<file path="config.mk">
export PLATFORM = sky130hd
export DESIGN_NAME = i2s_master_core_flat
export DESIGN_NICKNAME = d
export VERILOG_FILES = /design/src/rtl/i2s_master_core_if.sv /design/src/rtl/i2s_master_core.sv /design/src/flat_wrapper.sv
export SDC_FILE = /design/constraint.sdc
export NUM_CORES = 1
export LEC_CHECK = 0
export BUFFER_PORTS_ARGS = -buffer_cell sky130_fd_sc_hd__buf_2
export CORE_AREA = 2 2 220 114
export CTS_BUF_LIST = sky130_fd_sc_hd__clkbuf_16
export CTS_CLUSTER_DIAMETER = 40
export DETAILED_ROUTE_END_ITERATION = 8
export DIE_AREA = 0 0 222 116
export PLACE_DENSITY = 0.63
export SLEW_MARGIN = 20
export SYNTH_ARGS = -nofsm -noshare
export SYNTH_HDL_FRONTEND = slang
export SYNTH_SLANG_ARGS = --single-unit
export TNS_END_PERCENT = 100
</file>
<file path="constraint.sdc">
create_clock -name i_mclk -period 8.8 [get_ports i_mclk]
set_input_delay 0.44 -clock i_mclk [delete_from_list [all_inputs] [get_ports i_mclk]]
set_output_delay 0.44 -clock i_mclk [all_outputs]
set_load 0.02 [all_outputs]
</file>
<file path="src/rtl/i2s_master_core_if.sv">
// Parallel-side bundle of the I2S master: stereo tx/rx frames with
// valid/ready handshakes and sticky error flags.
interface i2s_master_core_if #(
  parameter int DW = 24
);
  logic [DW-1:0] tx_l;
  logic [DW-1:0] tx_r;
  logic          tx_valid;
  logic          tx_ready;
  logic [DW-1:0] rx_l;
  logic [DW-1:0] rx_r;
  logic          rx_valid;
  logic          rx_ready;
  logic          underrun;
  logic          overrun;
  logic          clr_err;

  modport master (
    output tx_l, tx_r, tx_valid,
    output rx_ready, clr_err,
    input  tx_ready, rx_l, rx_r,
    input  rx_valid, underrun, overrun
  );

  modport slave (
    input  tx_l, tx_r, tx_valid,
    input  rx_ready, clr_err,
    output tx_ready, rx_l, rx_r,
    output rx_valid, underrun, overrun
  );
endinterface

</file>
<file path="src/rtl/i2s_master_core.sv">
// I2S master transceiver: derives sclk/lrclk from mclk, serialises
// stereo tx frames and deserialises rx frames (I2S or left-justified).
module i2s_master_core #(
  parameter int DW       = 24,
  parameter int SLOT     = 32,
  parameter int MCLK_DIV = 4,
  parameter int JUSTIFY  = 0
) (
  input  logic i_mclk,
  input  logic i_rst,
  input  logic i_enable,
  output logic o_sclk,
  output logic o_lrclk,
  output logic o_dataout,
  input  logic i_datain,
  i2s_master_core_if.slave bus
);
  localparam int DVW = $clog2(MCLK_DIV);
  localparam int BW  = $clog2(2 * SLOT);
  localparam int IW  = $clog2(DW);

  localparam logic [DVW-1:0] DIV_LAST = DVW'(MCLK_DIV - 1);
  localparam logic [DVW-1:0] DIV_HALF = DVW'(MCLK_DIV / 2);
  localparam logic [BW-1:0]  BIT_LAST = BW'(2 * SLOT - 1);
  localparam logic [BW-1:0]  SLOT_B   = BW'(SLOT);
  localparam logic [BW-1:0]  DW_B     = BW'(DW);
  localparam logic [BW-1:0]  DW1_B    = BW'(DW - 1);
  localparam logic [BW-1:0]  K_FIRST  =
    (JUSTIFY != 0) ? '0 : BW'(1);

  logic [DVW-1:0] r_div;
  logic [BW-1:0]  r_bit;
  logic           r_run;
  logic           r_sclk;
  logic           r_lrclk;
  logic           r_dout;
  logic [DW-1:0]  r_hold_l;
  logic [DW-1:0]  r_hold_r;
  logic           r_hold_full;
  logic [DW-1:0]  r_txf_l;
  logic [DW-1:0]  r_txf_r;
  logic [DW-1:0]  r_rxs_l;
  logic [DW-1:0]  r_rxs_r;
  logic [DW-1:0]  r_rx_l;
  logic [DW-1:0]  r_rx_r;
  logic           r_rx_valid;
  logic           r_rx_done;
  logic           r_under;
  logic           r_over;

  logic           w_fall;
  logic           w_rise;
  logic           w_start;
  logic           w_xfer;
  logic           w_under_set;
  logic           w_over_set;
  logic [DVW-1:0] w_div_nx;
  logic [BW-1:0]  w_bit_nx;
  logic [BW-1:0]  w_k_nx;
  logic [BW-1:0]  w_kd_nx;
  logic [BW-1:0]  w_k_cur;
  logic [BW-1:0]  w_kd_cur;
  logic           w_ch_nx;
  logic           w_ch_cur;
  logic           w_dpos_nx;
  logic           w_dpos_cur;
  logic [IW-1:0]  w_idx;
  logic [DW-1:0]  w_src_l;
  logic [DW-1:0]  w_src_r;
  logic [DW-1:0]  w_txf_l;
  logic [DW-1:0]  w_txf_r;
  logic [DW-1:0]  w_word;
  logic           w_dout_nx;

  always_comb begin
    // First enabled cycle is forced to be a fall tick at bit 0.
    w_fall   = i_enable && (!r_run || r_div == DIV_LAST);
    w_rise   = i_enable && r_run &&
               (r_div == DIV_HALF - 1'b1);
    w_div_nx = w_fall ? '0 : r_div + 1'b1;
    w_bit_nx = r_bit;
    if (w_fall)
      w_bit_nx = (!r_run || r_bit == BIT_LAST) ?
                 '0 : r_bit + 1'b1;
    w_start  = w_fall && (w_bit_nx == '0);

    w_ch_nx    = w_bit_nx >= SLOT_B;
    w_k_nx     = w_ch_nx ? w_bit_nx - SLOT_B : w_bit_nx;
    w_kd_nx    = w_k_nx - K_FIRST;
    w_dpos_nx  = w_kd_nx < DW_B;
    w_ch_cur   = r_bit >= SLOT_B;
    w_k_cur    = w_ch_cur ? r_bit - SLOT_B : r_bit;
    w_kd_cur   = w_k_cur - K_FIRST;
    w_dpos_cur = w_kd_cur < DW_B;

    w_xfer  = bus.tx_valid && !r_hold_full;
    w_src_l = '0;
    w_src_r = '0;
    if (r_hold_full) begin
      w_src_l = r_hold_l;
      w_src_r = r_hold_r;
    end else if (w_xfer) begin
      w_src_l = bus.tx_l;
      w_src_r = bus.tx_r;
    end
    w_under_set = w_start && !r_hold_full && !w_xfer;

    w_txf_l   = w_start ? w_src_l : r_txf_l;
    w_txf_r   = w_start ? w_src_r : r_txf_r;
    w_word    = w_ch_nx ? w_txf_r : w_txf_l;
    w_idx     = IW'(DW1_B - w_kd_nx);
    w_dout_nx = w_dpos_nx && w_word[w_idx];

    w_over_set = r_rx_done && r_rx_valid && !bus.rx_ready;
  end

  always_ff @(posedge i_mclk or negedge i_rst) begin
    if (!i_rst) begin
      r_div       <= '0;
      r_bit       <= '0;
      r_run       <= 1'b0;
      r_sclk      <= 1'b0;
      r_lrclk     <= 1'b0;
      r_dout      <= 1'b0;
      r_hold_l    <= '0;
      r_hold_r    <= '0;
      r_hold_full <= 1'b0;
      r_txf_l     <= '0;
      r_txf_r     <= '0;
      r_rxs_l     <= '0;
      r_rxs_r     <= '0;
      r_rx_l      <= '0;
      r_rx_r      <= '0;
      r_rx_valid  <= 1'b0;
      r_rx_done   <= 1'b0;
      r_under     <= 1'b0;
      r_over      <= 1'b0;
    end else begin
      r_run <= i_enable;
      if (!i_enable) begin
        r_div   <= '0;
        r_bit   <= '0;
        r_sclk  <= 1'b0;
        r_lrclk <= 1'b0;
        r_dout  <= 1'b0;
      end else begin
        r_div  <= w_div_nx;
        r_bit  <= w_bit_nx;
        r_sclk <= w_div_nx >= DIV_HALF;
        if (w_fall) begin
          r_lrclk <= w_ch_nx;
          r_dout  <= w_dout_nx;
        end
      end

      if (w_start) begin
        r_txf_l     <= w_src_l;
        r_txf_r     <= w_src_r;
        r_hold_full <= 1'b0;
      end else if (w_xfer) begin
        r_hold_l    <= bus.tx_l;
        r_hold_r    <= bus.tx_r;
        r_hold_full <= 1'b1;
      end

      if (w_rise && w_dpos_cur) begin
        if (w_ch_cur)
          r_rxs_r <= {r_rxs_r[DW-2:0], i_datain};
        else
          r_rxs_l <= {r_rxs_l[DW-2:0], i_datain};
      end
      r_rx_done <= w_rise && w_ch_cur &&
                   (w_kd_cur == DW1_B);

      if (r_rx_done) begin
        r_rx_l     <= r_rxs_l;
        r_rx_r     <= r_rxs_r;
        r_rx_valid <= 1'b1;
      end else if (bus.rx_ready) begin
        r_rx_valid <= 1'b0;
      end

      if (w_under_set)      r_under <= 1'b1;
      else if (bus.clr_err) r_under <= 1'b0;
      if (w_over_set)       r_over  <= 1'b1;
      else if (bus.clr_err) r_over  <= 1'b0;
    end
  end

  assign o_sclk       = r_sclk;
  assign o_lrclk      = r_lrclk;
  assign o_dataout    = r_dout;
  assign bus.tx_ready = !r_hold_full;
  assign bus.rx_l     = r_rx_l;
  assign bus.rx_r     = r_rx_r;
  assign bus.rx_valid = r_rx_valid;
  assign bus.underrun = r_under;
  assign bus.overrun  = r_over;
endmodule

</file>
<file path="src/flat_wrapper.sv">
// flat-port wrapper written by rule: the top's interface ports become plain ports
module i2s_master_core_flat 
#(
  parameter int DW       = 24,
  parameter int SLOT     = 32,
  parameter int MCLK_DIV = 4,
  parameter int JUSTIFY  = 0
)
  (i_mclk, i_rst, i_enable, o_sclk, o_lrclk, o_dataout, i_datain, bus_tx_l, bus_tx_r, bus_tx_valid, bus_rx_ready, bus_clr_err, bus_tx_ready, bus_rx_l, bus_rx_r, bus_rx_valid, bus_underrun, bus_overrun);
  i2s_master_core_if #(.DW(DW)) bus_i ();
  input  logic i_mclk;
  input  logic i_rst;
  input  logic i_enable;
  output logic o_sclk;
  output logic o_lrclk;
  output logic o_dataout;
  input  logic i_datain;
  input wire logic [$bits(bus_i.tx_l)-1:0] bus_tx_l;
  input wire logic [$bits(bus_i.tx_r)-1:0] bus_tx_r;
  input wire logic [$bits(bus_i.tx_valid)-1:0] bus_tx_valid;
  input wire logic [$bits(bus_i.rx_ready)-1:0] bus_rx_ready;
  input wire logic [$bits(bus_i.clr_err)-1:0] bus_clr_err;
  output wire logic [$bits(bus_i.tx_ready)-1:0] bus_tx_ready;
  output wire logic [$bits(bus_i.rx_l)-1:0] bus_rx_l;
  output wire logic [$bits(bus_i.rx_r)-1:0] bus_rx_r;
  output wire logic [$bits(bus_i.rx_valid)-1:0] bus_rx_valid;
  output wire logic [$bits(bus_i.underrun)-1:0] bus_underrun;
  output wire logic [$bits(bus_i.overrun)-1:0] bus_overrun;
  assign bus_i.tx_l = bus_tx_l;
  assign bus_i.tx_r = bus_tx_r;
  assign bus_i.tx_valid = bus_tx_valid;
  assign bus_i.rx_ready = bus_rx_ready;
  assign bus_i.clr_err = bus_clr_err;
  assign bus_tx_ready = bus_i.tx_ready;
  assign bus_rx_l = bus_i.rx_l;
  assign bus_rx_r = bus_i.rx_r;
  assign bus_rx_valid = bus_i.rx_valid;
  assign bus_underrun = bus_i.underrun;
  assign bus_overrun = bus_i.overrun;
  i2s_master_core #(.DW(DW), .SLOT(SLOT), .MCLK_DIV(MCLK_DIV), .JUSTIFY(JUSTIFY)) u_core (.i_mclk(i_mclk), .i_rst(i_rst), .i_enable(i_enable), .o_sclk(o_sclk), .o_lrclk(o_lrclk), .o_dataout(o_dataout), .i_datain(i_datain), .bus(bus_i));
endmodule
</file>
### After elaboration in Yosys (flattened, before gate mapping)

Index checks and enable logic that the tools add are counted.

| word-level totals | value |
|---|---|
| flip-flop bits (word level) | 209 |
| output and inout port bits | 55 |
| bits of input ports | 55 |
| logic and storage cells | 94 |

| cells by class | value |
|---|---|
| order comparisons | 6 |
| bitwise gates (word level) | 2 |
| reductions and logical operators | 27 |
| muxes and demuxes | 28 |
| equality and inequality tests | 5 |
| $add $sub $neg | 7 |

Operator list:

| cell | count |
|---|---|
| 24-bit 2-to-1 mux | 7 |
| 6-bit 2-to-1 mux | 5 |
| 1-bit logical AND | 13 |
| 1-bit 2-to-1 mux | 13 |
| 6-bit greater-or-equal comparator (second input constant) | 2 |
| 6-bit by 5-bit less-than comparator with 1-bit output (second input constant) | 2 |
| 6-bit by 1-bit subtractor with 6-bit output (second input constant) | 2 |
| 6-bit subtractor (second input constant) | 2 |
| 2-bit nonzero test | 4 |
| 6-bit by 1-bit adder with 6-bit output (second input constant) | 1 |
| 6-bit by 5-bit == test with 1-bit output (second input constant) | 1 |
| 6-bit == test (second input constant) | 1 |
| 6-bit zero test | 1 |
| 5-bit by 6-bit less-than comparator with 1-bit output (second input constant) | 1 |
| 2-bit AND reduction | 3 |
| 1-bit binary-select mux with 5-bit select | 1 |
| 5-bit subtractor (first input constant) | 1 |
| 1-bit zero test | 4 |
| 2-bit 2-to-1 mux | 2 |
| 2-bit by 1-bit adder with 2-bit output (second input constant) | 1 |
| 2-bit by 1-bit == test with 1-bit output (second input constant) | 1 |
| 2-bit == test (second input constant) | 1 |
| 2-bit greater-or-equal comparator (second input constant) | 1 |
| 1-bit logical OR | 2 |
| 2 further kinds | 3 |

### Longest topological paths before layout

| depth | value |
|---|---|
| depth in word-level cells | 13 |
| gate-level depth with buffers | 18 |
| gate-level depth less buffers | 13 |

### Least setup slack after synthesis

No wires, ideal clock.

| timing | value |
|---|---|
| kind | reg2reg |
| from | reg u_core.r_bit[1] |
| to | reg u_core.r_dout (netlist: u_core.o_dataout) |
| data required time | 8665 ps |
| arrival time | 3493 ps |
| path slack | 5171 ps |
| clock period less this slack | 3629 ps |
| stages on the path, launching flop included | 18 |
| library setup time | 135 ps |
| cells stage by stage | dfrtp_1 ha_1 buf_2 nand2_1 o21ai_0 a21bo_2 buf_2 inv_2 buf_2 ha_1 clkbuf_1 and4_1 clkbuf_1 and3_1 o31ai_1 mux4_2 a211oi_2 a211oi_2 |

| between the ends | value |
|---|---|
| longest elaborated chain between the ends | 13 |

Ends and longest elaborated chain:

| element | RTL line | RTL |
|---|---|---|
| from (decl) | i2s_master_core.sv:32 | `logic [BW-1:0] r_bit;` |
| from (signal assigned) | i2s_master_core.sv:148 | `r_bit <= w_bit_nx;` |
| branches (longest 3 deep; another with 6-bit by 1-bit adder with 6-bit output) | -- |  |
| 6-bit 2-to-1 mux * | i2s_master_core.sv:82 | `if (w_fall)` |
| 6-bit subtractor (tied with other cells) | i2s_master_core.sv:88 | `w_k_nx = w_ch_nx ? w_bit_nx - SLOT_B : w_bit_nx;` |
| 6-bit 2-to-1 mux / 1-bit logical AND (equally long branches) | i2s_master_core.sv:88, i2s_master_core.sv:85 |  |
| 6-bit by 1-bit subtractor with 6-bit output (tied with other cells) | i2s_master_core.sv:89 | `w_kd_nx = w_k_nx - K_FIRST;` |
| 5-bit subtractor / 24-bit 2-to-1 mux (equally long branches) | i2s_master_core.sv:111, i2s_master_core.sv:110 |  |
| 1-bit binary-select mux with 5-bit select | i2s_master_core.sv:112 | `w_dout_nx = w_dpos_nx && w_word[w_idx];` |
| 1-bit 2-to-1 mux (not written as such) | i2s_master_core.sv:112 |  |
| 1-bit logical AND * | i2s_master_core.sv:112 |  |
| 1-bit 2-to-1 mux * | i2s_master_core.sv:150 | `if (w_fall) begin` |
| 1-bit 2-to-1 mux * | i2s_master_core.sv:140 | `if (!i_enable) begin` |
| to (signal assigned) | i2s_master_core.sv:152 | `r_dout <= w_dout_nx;` |
| to (decl) | i2s_master_core.sv:36 | `logic r_dout;` |

Mark *: on every way between the ends. The select of a mux whose other input is x is not followed.
A chain may end at the register's enable or synchronous reset.

### Worst setup path in the final report

| timing | value |
|---|---|
| from | reg u_core.r_bit[0] |
| to | reg u_core.r_dout (netlist: u_core.o_dataout) |

Same word-level chain as after synthesis.

==> results.tsv <==
stage	metric	value	unit
sta	drv_slew	0	
floorplan	row_count	40	
floorplan	core	23700	sq um
floorplan	io_pins	110	
clock_tree	cts_sinks	209	
cells_and_area	layout-drive-gt1-share	36.3	%
critical_path	slowest_stage	nor2_1	
power	ir_drop	0.000120	V
cells_and_area	area_growth	16.5	%
power	p_per_area	218	nW/um^2
critical_path	path_max_fanout	18	
routing	vias_per_cell	5.38	
global_route	busiest_layer	met1	
global_route	antenna_found_initial	0	
place	post-place-ws	4290	ps
clock_tree	clockBufferDepth	3	
routing	detail_route.wirelength	22100	um
critical_path	critPathBufInv	1	
critical_path	startpoint_type	flip-flop	
sta	hold_viol	0	
routing	drc	0	
sta	worst_pin_slew	852	ps
clock_tree	clockRootBuffer	clkbuf_16	
flow_run	maxCapViolations	0	
sta	relSlewSlack	43.2	%
floorplan	die_w	222	um
routing	dr_total_vias	6467	
floorplan	die_area	25800	sq um
critical_path	crit_type	flip-flop to flip-flop	
clock_tree	post_cts_buffers	0	
global_route	use_met2	22.2	%
routing	ant_nets	0	
place	gp_congestion	0.953	
sta	finalCritPeriodShare	53.7	%
clock_tree	cts_max_level	1	
sta	finalSetupViolations	0	
critical_path	cp_top_family	simple AND/OR/NAND/NOR gates	
sta	grt_setup_unrepaired	false	
cells_and_area	final_core_util	46.0	%
routing	detail_route.wl_per_cell	18.4	um
sta	whs	138	ps
global_route	grt_first_pass_wirelength	35900	um
cells_and_area	insertedDiodeCount	0	
floorplan	start_util	39.5	%
critical_path	end_kind	flip-flop	
place	hpwl	15200	um
synthesis	yosys-top-cells-area	dfrtp_1 56%, mux2_2 18%, a22oi_1 3.8%	
synthesis	synth_edf_count	0	
min_path	holdCritPathClass	input port to flip-flop	
power	p_leak	5.18	nW
global_route	track_usage	17.7	%
clock_tree	clk_latency	520	ps
global_route	grt_util_met3	4.06	%
synthesis	synth_cell_types	67	
synthesis	syn_area	9340	sq um
global_route	grt_max_degree	95	
floorplan	fp.dieH	116	um
critical_path	slowest_delay	770	ps
synthesis	synth_ff_type	dfrtp_1	
synthesis	synth_warnings	0	
sta	fin_ws	4070	ps
global_route	grt_pass1_vias	6246	
synthesis	yosysTopAreaCell	dfrtp_1	
routing	drtIter0Drc	561	
clock_tree	clk_pin_slew	60	ps
critical_path	reg2reg_slack	4070	ps
status	status	complete, no violations	
sta	post-route-min-period	4730	ps
clock_tree	cts_hold_buffers	1	
synthesis	syn_inst	782	
critical_path	worstPathArrival	5150	ps
routing	dr.pass1.iters	5	
clock_tree	numCtsBuffers	23	
sta	fin_worst_skew	11.3	ps
global_route	globalRouteOverflowTotal	0	
synthesis	yosysTopAreaCellShare	56.0	%
synthesis	yosysSeqAreaShare	56.0	%
critical_path	worstPathCellList	ha_1 > nand2_1 > o21ai_0 > a21bo_2 > inv_2 > ha_1 > nand4_1 > nor2_1 > nor4_1 > a2111oi_2 > a31o_1 > a221oi_1 > a211oi_2	
clock_tree	cts_tree	done	
place	io_buffers	109	
synthesis	async_flop_share	100	%
clock_tree	ctsResizeCount	0	
cells_and_area	nets	930	
sta	fmax	212	MHz
critical_path	cpMostUsedCell	ha_1	
power	power	2.37	mW
synthesis	syn_area_per_cell	11.9	sq um
global_route	met1_usage	29.8	%
synthesis	syn-num-nets	843	
synthesis	ys_ff_latch	209	
critical_path	cp.required	9220	ps
sta	setup_tns	0	ps
[per-layer routing]
metal / vias to the layer above / routed length [um]
met5: - / 0
met4: 0 / 290
met3: 22 / 1280
met2: 172 / 8180
met1: 3264 / 12300
li1: 3009 / -
[cells in the final DEF (no fill, tap or decap), types with 3 or more instances in the layout]
cell type,synthesis,final
o22ai_1,3,3
and3_1,6,6
ha_1,6,6
nor4_1,4,4
a21oi_1,18,18
nand2b_1,4,4
o31ai_1,8,8
o211ai_1,4,4
a21boi_0,4,4
inv_8,0,3
buf_4,1,7
mux2i_1,3,3
xnor2_1,3,3
buf_2,17,108
dfrtp_1,209,207
clkbuf_16,0,23
o21ai_0,57,57
and2_1,7,6
a31oi_1,4,4
clkinv_1,0,3
nand2_1,83,82
nor2_1,20,20
mux2_2,148,148
nor3_1,10,9
nand4_1,5,5
inv_1,12,16
nand3_1,10,9
a22oi_1,47,47
[sequential cells by signal, summed over array words and instances, names as in the netlist, 2 cells and up]
name             flops
u_core.bus.rx_l     24
u_core.bus.rx_r     24
u_core.r_hold_l     24
u_core.r_hold_r     24
u_core.r_rxs_l      24
u_core.r_rxs_r      24
u_core.r_txf_l      24
u_core.r_txf_r      24
u_core.r_bit         6
u_core.r_div         2
[synth_stat cells (2+ instances only)]
| cell type | n |
|---|---|
| a22oi_1 | 47 |
| buf_2 | 17 |
| nor2b_1 | 2 |
| o211ai_1 | 4 |
| nor3_1 | 10 |
| a21oi_1 | 18 |
| a31o_2 | 2 |
| dfrtp_1 | 209 |
| o21ai_1 | 2 |
| a21o_1 | 2 |
| nor2_1 | 20 |
| nand2b_1 | 4 |
| or4_4 | 2 |
| a211oi_1 | 2 |
| o31a_1 | 2 |
| buf_6 | 3 |
| nor4_1 | 4 |
| a22o_1 | 2 |
| nand3_1 | 10 |
| nand2_1 | 83 |
| a21boi_0 | 4 |
| xor2_1 | 2 |
| buf_1 | 8 |
| xnor2_1 | 3 |
| a31oi_1 | 4 |
| clkbuf_1 | 27 |
| o211a_1 | 2 |
| and3_1 | 6 |
| and2_1 | 7 |
| mux2i_1 | 3 |
| ha_1 | 6 |
| a211oi_2 | 2 |
| o22ai_1 | 3 |
| o21ai_0 | 57 |
| o31ai_1 | 8 |
| mux2_2 | 148 |
| a311o_1 | 2 |
| inv_1 | 12 |
| nand4_1 | 5 |
[final timing paths]
path	startpoint	endpoint	depth (start not counted)
max in group asynchronous	i_rst	u_core.r_hold_full	3
min reg2reg	u_core.r_div[0]	u_core.r_div[0]	1
min	bus_clr_err	u_core.bus.underrun	2
min in group asynchronous	i_rst	u_core.r_rxs_r[17]	2
max reg2reg	u_core.r_bit[0]	u_core.o_dataout	13
max	u_core.r_bit[0]	u_core.o_dataout	13
[power by group]
group / switching, mW / total [mW] / internal, mW
combinational: 0.148 / 0.270 / 0.122
sequential: 0.0667 / 1.14 / 1.07
clock: 0.415 / 0.963 / 0.548
[kinds of logic (layout without fill, tap and decap cells)]
logic type               after synthesis  in the layout  share of synthesized area [%]
flip-flops                           209            209                           56.0
AO/OA/AOI/OAI                        180            180                           12.9
AND/OR/NAND/NOR                      161            161                           8.12
multiplexers                         152            152                           18.4
buffers and inverters                 69            173                           3.28
adder cells (fa/ha/maj)                6              6                          0.804
XOR/XNOR                               5              5                          0.469
[stage by stage]
step,std cells,area [sq um]
3_3_place_gp,1157,10100
5_1_grt,1201,10900
3_5_place_dp,1157,10100
4_1_cts,1200,10900
2_1_floorplan,782,9340
6_report,1201,10900
[worst reg2reg max path: cells and delay by family (launching register included)]
kind | cells | cell delay (ps)
simple gates | 4 | 1560
fa+ha+maj | 2 | 810
compound gates | 6 | 1420
buf+inv | 1 | 330
flops | 1 | 520
[area by class of cell]
cell class	instances	area, sq um
Fill cell	2184	12800
Sequential cell	209	5230
Multi-Input combinational cell	504	3830
Timing Repair Buffer	118	628
Clock buffer	23	576
Tap cell	315	394
Clock inverter	19	180
Inverter	13	48.8
(Power assumes the default switching activity.)
